$ cat config.mk
export PLATFORM = sky130hd
export DESIGN_NAME = pipe_hazard_ctrl
export DESIGN_NICKNAME = d
export VERILOG_FILES = /design/src/rtl/pipe_hazard_ctrl_pkg.sv /design/src/rtl/pipe_hazard_ctrl_hazard_match.sv /design/src/rtl/pipe_hazard_ctrl.sv
export SDC_FILE = /design/constraint.sdc
export NUM_CORES = 1
export LEC_CHECK = 0
export CAP_MARGIN = 0
export CORE_UTILIZATION = 25
export DETAILED_ROUTE_END_ITERATION = 10
export PLACE_DENSITY = 0.44
export RECOVER_POWER = 50
export SYNTH_ARGS = -nofsm -noshare
export SYNTH_HDL_FRONTEND = slang
export SYNTH_SLANG_ARGS = --single-unit
$ cat constraint.sdc
create_clock -name clk_i -period 1.9 [get_ports clk_i]
set_input_delay 0.19 -clock clk_i [delete_from_list [all_inputs] [get_ports clk_i]]
set_output_delay 0.19 -clock clk_i [all_outputs]
set_load 0.1 [all_outputs]
$ cat src/rtl/pipe_hazard_ctrl_pkg.sv
// Shared definitions for the pipeline hazard controller: FSM states,
// forwarding-select codes, reserved register address and select helper.
package pipe_hazard_ctrl_pkg;

    typedef enum logic [1:0] {
        ST_RUN      = 2'd0,
        ST_MUL_WAIT = 2'd1,
        ST_MEM_WAIT = 2'd2
    } state_e;

    localparam logic [1:0] FWD_RF      = 2'b00;
    localparam logic [1:0] FWD_ALU_MEM = 2'b01;
    localparam logic [1:0] FWD_MEM_WB  = 2'b10;

    // x0 is hardwired to zero, so it is never a hazard source
    localparam int REG_ADDR_RESET = 0;

    // Youngest producer wins; a load in ALU has no result to forward yet
    function automatic logic [1:0] fwd_pick(
        input logic alu_hit,
        input logic alu_is_load,
        input logic mem_hit
    );
        if (alu_hit && !alu_is_load) begin
            return FWD_ALU_MEM;
        end
        if (mem_hit) begin
            return FWD_MEM_WB;
        end
        return FWD_RF;
    endfunction

endpackage

$ cat src/rtl/pipe_hazard_ctrl_hazard_match.sv
// Compares one decode source register against one in-flight shadow slot.
// Ports: decode valid/use/address in, slot valid/we/rd in, hit_o out.
module pipe_hazard_ctrl_hazard_match
    import pipe_hazard_ctrl_pkg::*;
#(
    parameter int ADDR_W = 5
) (
    input  logic              dec_valid_i,
    input  logic              rs_use_i,
    input  logic [ADDR_W-1:0] rs_addr_i,
    input  logic              slot_valid_i,
    input  logic              slot_we_i,
    input  logic [ADDR_W-1:0] slot_rd_i,
    output logic              hit_o
);

    logic src_live;

    assign src_live = slot_valid_i & slot_we_i
                    & (slot_rd_i != ADDR_W'(REG_ADDR_RESET));

    assign hit_o = dec_valid_i & rs_use_i & src_live
                 & (rs_addr_i == slot_rd_i);

endmodule

$ cat src/rtl/pipe_hazard_ctrl.sv
// Decode-stage hazard controller: issue/stall/bubble/flush, MUL and MEM
// freezes, registered forwarding selects. Ports: clk_i, resetIn_i (sync,
// active low), dec* decode info, aluBranchTaken_i, memReady_i in;
// stall*/flush/bubble controls and fwdSel1_o/fwdSel2_o out.
module pipe_hazard_ctrl
    import pipe_hazard_ctrl_pkg::*;
#(
    parameter int REG_ADDR_W = 5,
    parameter int MUL_LAT    = 4
) (
    input  logic                  clk_i,
    input  logic                  resetIn_i,
    input  logic                  decValid_i,
    input  logic [REG_ADDR_W-1:0] decRs1Addr_i,
    input  logic [REG_ADDR_W-1:0] decRs2Addr_i,
    input  logic                  decRs1Use_i,
    input  logic                  decRs2Use_i,
    input  logic [REG_ADDR_W-1:0] decRdAddr_i,
    input  logic                  decWriteEnable_i,
    input  logic                  decIsLoad_i,
    input  logic                  decIsMul_i,
    input  logic                  aluBranchTaken_i,
    input  logic                  memReady_i,
    output logic                  stallFetch_o,
    output logic                  stallDec_o,
    output logic                  flushFetchDec_o,
    output logic                  bubbleDecAlu_o,
    output logic                  stallAlu_o,
    output logic [1:0]            fwdSel1_o,
    output logic [1:0]            fwdSel2_o
);

    localparam int CNT_W = $clog2(MUL_LAT);
    localparam logic [CNT_W-1:0] CNT_LOAD = CNT_W'(MUL_LAT - 1);
    localparam logic [CNT_W-1:0] CNT_ONE  = CNT_W'(1);

    typedef struct packed {
        logic                  valid;
        logic [REG_ADDR_W-1:0] rd;
        logic                  we;
        logic                  is_load;
    } slot_t;

    // index 0 = ALU, 1 = MEM, 2 = WB
    slot_t      shadow_q [3];
    slot_t      shadow_d [3];
    state_e     state_q, state_d;
    logic [CNT_W-1:0] cnt_q, cnt_d;
    logic [1:0] fwd1_q, fwd1_d;
    logic [1:0] fwd2_q, fwd2_d;

    logic hit1_alu, hit1_mem, hit2_alu, hit2_mem;
    logic mem_wait, load_use;

    pipe_hazard_ctrl_hazard_match #(.ADDR_W(REG_ADDR_W)) u_m1_alu (
        .dec_valid_i (decValid_i),
        .rs_use_i    (decRs1Use_i),
        .rs_addr_i   (decRs1Addr_i),
        .slot_valid_i(shadow_q[0].valid),
        .slot_we_i   (shadow_q[0].we),
        .slot_rd_i   (shadow_q[0].rd),
        .hit_o       (hit1_alu)
    );

    pipe_hazard_ctrl_hazard_match #(.ADDR_W(REG_ADDR_W)) u_m1_mem (
        .dec_valid_i (decValid_i),
        .rs_use_i    (decRs1Use_i),
        .rs_addr_i   (decRs1Addr_i),
        .slot_valid_i(shadow_q[1].valid),
        .slot_we_i   (shadow_q[1].we),
        .slot_rd_i   (shadow_q[1].rd),
        .hit_o       (hit1_mem)
    );

    pipe_hazard_ctrl_hazard_match #(.ADDR_W(REG_ADDR_W)) u_m2_alu (
        .dec_valid_i (decValid_i),
        .rs_use_i    (decRs2Use_i),
        .rs_addr_i   (decRs2Addr_i),
        .slot_valid_i(shadow_q[0].valid),
        .slot_we_i   (shadow_q[0].we),
        .slot_rd_i   (shadow_q[0].rd),
        .hit_o       (hit2_alu)
    );

    pipe_hazard_ctrl_hazard_match #(.ADDR_W(REG_ADDR_W)) u_m2_mem (
        .dec_valid_i (decValid_i),
        .rs_use_i    (decRs2Use_i),
        .rs_addr_i   (decRs2Addr_i),
        .slot_valid_i(shadow_q[1].valid),
        .slot_we_i   (shadow_q[1].we),
        .slot_rd_i   (shadow_q[1].rd),
        .hit_o       (hit2_mem)
    );

    assign mem_wait = shadow_q[1].valid & ~memReady_i;
    assign load_use = shadow_q[0].is_load & (hit1_alu | hit2_alu);

    // RUN and MEM_WAIT share one decision chain: the memory hold has top
    // priority, so the release cycle falls straight through to issue.
    always_comb begin
        stallFetch_o    = 1'b0;
        stallDec_o      = 1'b0;
        flushFetchDec_o = 1'b0;
        bubbleDecAlu_o  = 1'b0;
        stallAlu_o      = 1'b0;
        state_d         = state_q;
        cnt_d           = cnt_q;
        shadow_d        = shadow_q;
        fwd1_d          = fwd1_q;
        fwd2_d          = fwd2_q;

        if (!resetIn_i) begin
            flushFetchDec_o = 1'b1;
            bubbleDecAlu_o  = 1'b1;
        end else if (state_q == ST_MUL_WAIT) begin
            stallFetch_o = 1'b1;
            stallDec_o   = 1'b1;
            stallAlu_o   = 1'b1;
            cnt_d        = cnt_q - 1'b1;
            if (cnt_q == CNT_ONE) begin
                state_d = ST_RUN;
            end
        end else if (mem_wait) begin
            stallFetch_o = 1'b1;
            stallDec_o   = 1'b1;
            stallAlu_o   = 1'b1;
            state_d      = ST_MEM_WAIT;
        end else if (aluBranchTaken_i || load_use) begin
            // both inject a bubble into ALU; only a branch kills IF/DEC
            flushFetchDec_o = aluBranchTaken_i;
            stallFetch_o    = ~aluBranchTaken_i;
            stallDec_o      = ~aluBranchTaken_i;
            bubbleDecAlu_o  = 1'b1;
            shadow_d[0]     = '0;
            shadow_d[1]     = shadow_q[0];
            shadow_d[2]     = shadow_q[1];
            fwd1_d          = FWD_RF;
            fwd2_d          = FWD_RF;
            state_d         = ST_RUN;
        end else begin
            shadow_d[0] = '{valid:   decValid_i,
                            rd:      decRdAddr_i,
                            we:      decWriteEnable_i,
                            is_load: decIsLoad_i};
            shadow_d[1] = shadow_q[0];
            shadow_d[2] = shadow_q[1];
            fwd1_d      = fwd_pick(hit1_alu, shadow_q[0].is_load, hit1_mem);
            fwd2_d      = fwd_pick(hit2_alu, shadow_q[0].is_load, hit2_mem);
            state_d     = ST_RUN;
            if (decValid_i && decIsMul_i) begin
                state_d = ST_MUL_WAIT;
                cnt_d   = CNT_LOAD;
            end
        end
    end

    always_ff @(posedge clk_i) begin
        if (!resetIn_i) begin
            state_q     <= ST_RUN;
            cnt_q       <= '0;
            shadow_q[0] <= '0;
            shadow_q[1] <= '0;
            shadow_q[2] <= '0;
            fwd1_q      <= FWD_RF;
            fwd2_q      <= FWD_RF;
        end else begin
            state_q     <= state_d;
            cnt_q       <= cnt_d;
            shadow_q[0] <= shadow_d[0];
            shadow_q[1] <= shadow_d[1];
            shadow_q[2] <= shadow_d[2];
            fwd1_q      <= fwd1_d;
            fwd2_q      <= fwd2_d;
        end
    end

    assign fwdSel1_o = fwd1_q;
    assign fwdSel2_o = fwd2_q;

endmodule

Yosys cells after proc, flatten, opt, wreduce, memory -nomap -nowiden --
Cells that the tools add are included. Widths: inputs -> output; s select.
Storage, ports and cells: register bits after elaboration 24, output and inout port bits 9
Operators by class: add/sub/neg operators 1, eq/ne operators 9, mux-type cells 57, bitwise operators 21, reduce and logical (&&, ||, !) cells 10
Operators by type and width (number):
- $mux 1 | 39
- $mux 2 | 17
- $mux 24 | 1
- $eq 5x5->1 | 4
- $and 1x1->1 | 16
- $reduce_bool 5->1 | 2
- $eq 2x1->1 const B | 2
- $ne 2x1->1 const B | 2
- $not 1->1 | 4
- $logic_and 1x1->1 | 3
- $reduce_and 3->1 | 1
- $ne 2x2->1 const B | 1
- $reduce_and 2->1 | 1
- $reduce_bool 2->1 | 1
- $sub 2x1->2 const B | 1
- $logic_not 1->1 | 1
- $logic_or 1x1->1 | 1
- $or 1x1->1 | 1

Logic depth before layout (Yosys ltp) --
depth in word-level cells 19, mapped depth 7, mapped depth without buffers 5

Modules after synthesis --
A second synthesis with hierarchy kept.
Second synthesis, totals: cell total of the unflattened synthesis 161, area, all modules 1322.5 um^2
Modules (own cells, without submodules):
- pipe_hazard_ctrl | instances 1, cells each 121, area each 1032.2 um^2, seq. area each 460.4 um^2
- pipe_hazard_ctrl_hazard_match | instances 4, cells each 10, area each 72.6 um^2, seq. area each 0.0 um^2

Least setup slack after synthesis --
Ideal clock, no wire load.
path type flip-flop to output port, start point register state_q[1], end point output stallFetch_o, arrival 3.303 ns, data required time 1.710 ns, path slack -1.593 ns, stages on the path, launching flop included 8, cell sequence dfxtp_1 -> nand2b_1 -> buf_2 -> nand2_1 -> and2_1 -> clkbuf_1 -> o21bai_1 -> buf_4
Between the ends: cells in the longest elaborated chain, start to end 3
Ends and longest elaborated chain:
- start, declared | line pipe_hazard_ctrl.sv:47 | state_e state_q, state_d;
- start signal, assigned | line pipe_hazard_ctrl.sv:167 | state_q <= state_d;
- $eq 2x1->1 | line pipe_hazard_ctrl.sv:115 | end else if (state_q == ST_MUL_WAIT) begin
- $mux 1 (2 in a row)
- end, declared | line pipe_hazard_ctrl.sv:24 | output logic stallFetch_o,
Every way passes these cells.

Worst setup path after layout --
start point register shadow_q[22] (netlist name), end point output stallDec_o
Between the ends: cells in the longest elaborated chain, start to end 11, elaborated cells on any way between the ends 15, classes of those cells 2 x eq/ne; 4 x mux; 7 x bitwise; 2 x reduce/logical
Ends and longest elaborated chain:
- start, declared | line pipe_hazard_ctrl.sv:45 | slot_t shadow_q [3];
- $reduce_bool 5->1 | line pipe_hazard_ctrl_hazard_match.sv:20 | & (slot_rd_i != ADDR_W'(REG_ADDR_RESET));
- $and 1x1->1 | line pipe_hazard_ctrl_hazard_match.sv:20
- $and 1x1->1 | line pipe_hazard_ctrl_hazard_match.sv:22 | assign hit_o = dec_valid_i & rs_use_i & src_live
- $and 1x1->1 | line pipe_hazard_ctrl_hazard_match.sv:23 | & (rs_addr_i == slot_rd_i);
- $or 1x1->1 * | line pipe_hazard_ctrl.sv:96 | assign load_use = shadow_q[0].is_load & (hit1_alu | hit2_alu);
- $and 1x1->1 * | line pipe_hazard_ctrl.sv:96
- $logic_or 1x1->1 * | line pipe_hazard_ctrl.sv:128 | end else if (aluBranchTaken_i || load_use) begin
- $mux 1 * | line pipe_hazard_ctrl.sv:128
- $mux 1 * | line pipe_hazard_ctrl.sv:123 | end else if (mem_wait) begin
- $mux 1 * | line pipe_hazard_ctrl.sv:115
- $mux 1 * | line pipe_hazard_ctrl.sv:112 | if (!resetIn_i) begin
- end, declared | line pipe_hazard_ctrl.sv:25 | output logic stallDec_o,
Mark *: on every way between the ends. The rest lies on a longest branch, timed or not.

==> impl_metrics.ini <==
[clock_tree]
clock-sinks = 23
cts.hold.buffers_added = 0
clock-root-buffer = clkbuf_8
clk_latency_ns = 0.26
clockBufferDepth = 2
path_clk_slew_ns = 0.08
cts_tree = done
numCtsBuffers = 3
ctsHtreeMaxLevel = 1

[synth]
synth.yosys.seq_area_share = 0.3794
synth_cells = 138
synth-async-reset-ratio = 0
yosysUniqueCellTypes = 35
avgSynthCellArea_um2 = 8.795
yosysWarnings = 0
synth_area_um2 = 1214
synth_ff_type = dfxtp_1
synth_edf_count = 0
synth_nets = 164
ys_ff_latch = 23

[routing]
viasPerCell = 4.801
drc_errors = 0
drtIter0Drc = 55
drtPass1Iterations = 4
routed_wl_mm = 3.387
ant_nets = 0
vias = 1181
wire_per_inst_um = 13.77

[final_layout]
fillCellCount = 446
syn_to_final_growth_pct = 60.72
layout_commonest_cell = nand2_1
final_nets = 221
instances_no_fill = 246
layout-drive-gt1-share = 0.2887
fin_area_um2 = 1951
num_antenna_cells = 0
mostFrequentLayoutCells = nand2_1 (26), buf_4 (21), dfxtp_1 (18), clkdlybuf4s50_1 (18), xnor2_1 (13)

[global_routing]
gr-total-overflow = 0
grt_pass1_wl_mm = 5.595
grt_max_degree = 13
grt_pass1_vias = 1176
grtUsageMet3 = 0.02391
use_met2 = 0.2264
antenna_found_initial = 0
use_met1 = 0.1926
grt.busiest_layer = met2
gr-usage-all-layers = 0.1421

[place]
gp_congestion = 0.8820
dp.cells = 238
dp_hpwl_mm = 2.716
io_buffers = 33
dpl_cell_area_um2 = 1813

[critical_path]
startpoint_type = flip-flop
cp_cell_sequence = xnor2_2 -> nand4_1 -> or3_4 -> a21o_4 -> o21bai_4 -> buf_12
cp_slowest_stage_delay_ns = 0.40
cp_data_arrival_time_ns = 1.88
critPathKind = reg2out
critPathMaxFanout = 5
required_ns = 1.71
end_kind = output port
slowest_stage = dfxtp_4

[sta]
setup_viol = 3
slew_headroom = 0.6394
hold_viol_final = 0
min_period_ns = 2.067
drv_slew = 0
setup_tns_ns = -0.4891
post-route-period-util = 1.088
worst_slew_pin_slew_ns = 0.5432
max_freq_mhz = 483.8
rsz0062_at_grt = yes
fin_skew_ns = 0.006176
fin_ws_ns = -0.1668

[power]
vdd_drop_max_uv = 238.3
power_density_nw_per_um2 = 580.0
p_leak_uw = 0.0007366

[status]
status = finished with violations
violations = setup timing

[die]
start_util = 0.2694
design.core.area_um2 = 4504
fp-row-count = 24
die_w_um = 71.68
die_h_um = 71.68
ios = 34
die-area_um2 = 5137

[worst_hold_path]
hold_class = in2reg

[run]
drv_cap = 0
[stage by stage]
stage / hold slack (ns) / total power (µW) / utilization / worst slack (ns)
2_1_floorplan: 0.3433 / 695.3 / - / -0.3627
4_1_cts: 0.4256 / 1147 / 0.4300 / -0.1931
3_3_place_gp: 0.4492 / 831.1 / 0.4025 / -0.2645
6_report: 0.4184 / 1131 / 0.4331 / -0.1668
5_1_grt: 0.4516 / 1190 / 0.4331 / -0.2673
3_5_place_dp: 0.4526 / 833.3 / 0.4025 / -0.2754
[repair_timing]
item | 4_1_cts | 5_1_grt
gates cloned | 0 | 0
pin swaps | 7 | 8
endpoints found under the hold margin | 0 | 0
buffers inserted | 5 | 1
resized for setup | 18 | 6
endpoints found under the setup margin | 12 | 13
[synth_stat cells (all sizes together), types with 2 or more instances]
library cell	n	area, µm²
and2	5	31.28
xor2	6	52.55
nand2b	2	12.51
o31ai	2	15.01
nor3	3	15.01
nand2	26	97.59
inv	2	7.510
dfxtp	23	460.4
a31o	2	17.52
a32o	8	80.08
buf	3	23.77
clkbuf	4	15.01
o21ai	5	25.02
a31oi	2	12.51
o41ai	3	33.79
a21boi	6	45.04
nand3	2	10.01
xnor2	15	131.4
nor2	4	15.01
nand4	4	25.02
[worst paths after layout]
kind,start,end,slack (ns),cells after the start
max reg2reg,shadow_q[22],shadow_q[18],0.08,7
min reg2reg,fwdSel2_o[1],fwdSel2_o[1],0.46,2
min,decValid_i,shadow_q[23],0.42,2
max,shadow_q[22],stallDec_o,-0.17,6
[cells by family after synthesis]
group / Yosys count / synth area share
AO/OA/AOI/OAI: 33 / 0.2186
XOR/XNOR: 21 / 0.1515
adder cells (fa/ha/maj): 1 / 0.01031
buffers and inverters: 9 / 0.03814
flip-flops: 23 / 0.3794
AND/OR/NAND/NOR: 51 / 0.2021
[sequential cells by signal, indices dropped and copies added, names as in the netlist]
register,flops
shadow_q,15
state_q,2
fwdSel2_o,2
cnt_q,2
fwdSel1_o,2
[metal layers]
metal	part of all wire	vias to the layer above
met2	0.45	31
li1	-	607
met3	0.047	4
met4	0.014	0
met5	0	-
met1	0.49	539
[power breakdown]
group,switching [µW],leakage [µW],internal (µW)
sequential,25.2,0.000191,501
combinational,147,0.000523,153
clock,155,0.0000228,150
total,327,0.000737,804
[cell type report]
class	count	area, µm²	area share
multi-input cells	106	797.0	0.4086
repair buffers	59	559.3	0.2867
flip-flops and latches	23	476.7	0.2444
well taps	52	65.06	0.03335
clock buffers	4	45.04	0.02309
inverters	2	7.507	0.003849
[worst max-delay path, delay by kind of cell (launching register included)]
| kind | cells | cell delay [ns] |
|---|---|---|
| AOI/OAI and AO/OA | 2 | 0.44 |
| DFF | 1 | 0.40 |
| xor gates and xnor gates | 1 | 0.11 |
| buffers and inverters | 1 | 0.20 |
| and+or+nand+nor | 2 | 0.46 |
No activity file was read; power rests on OpenSTA's default activity.
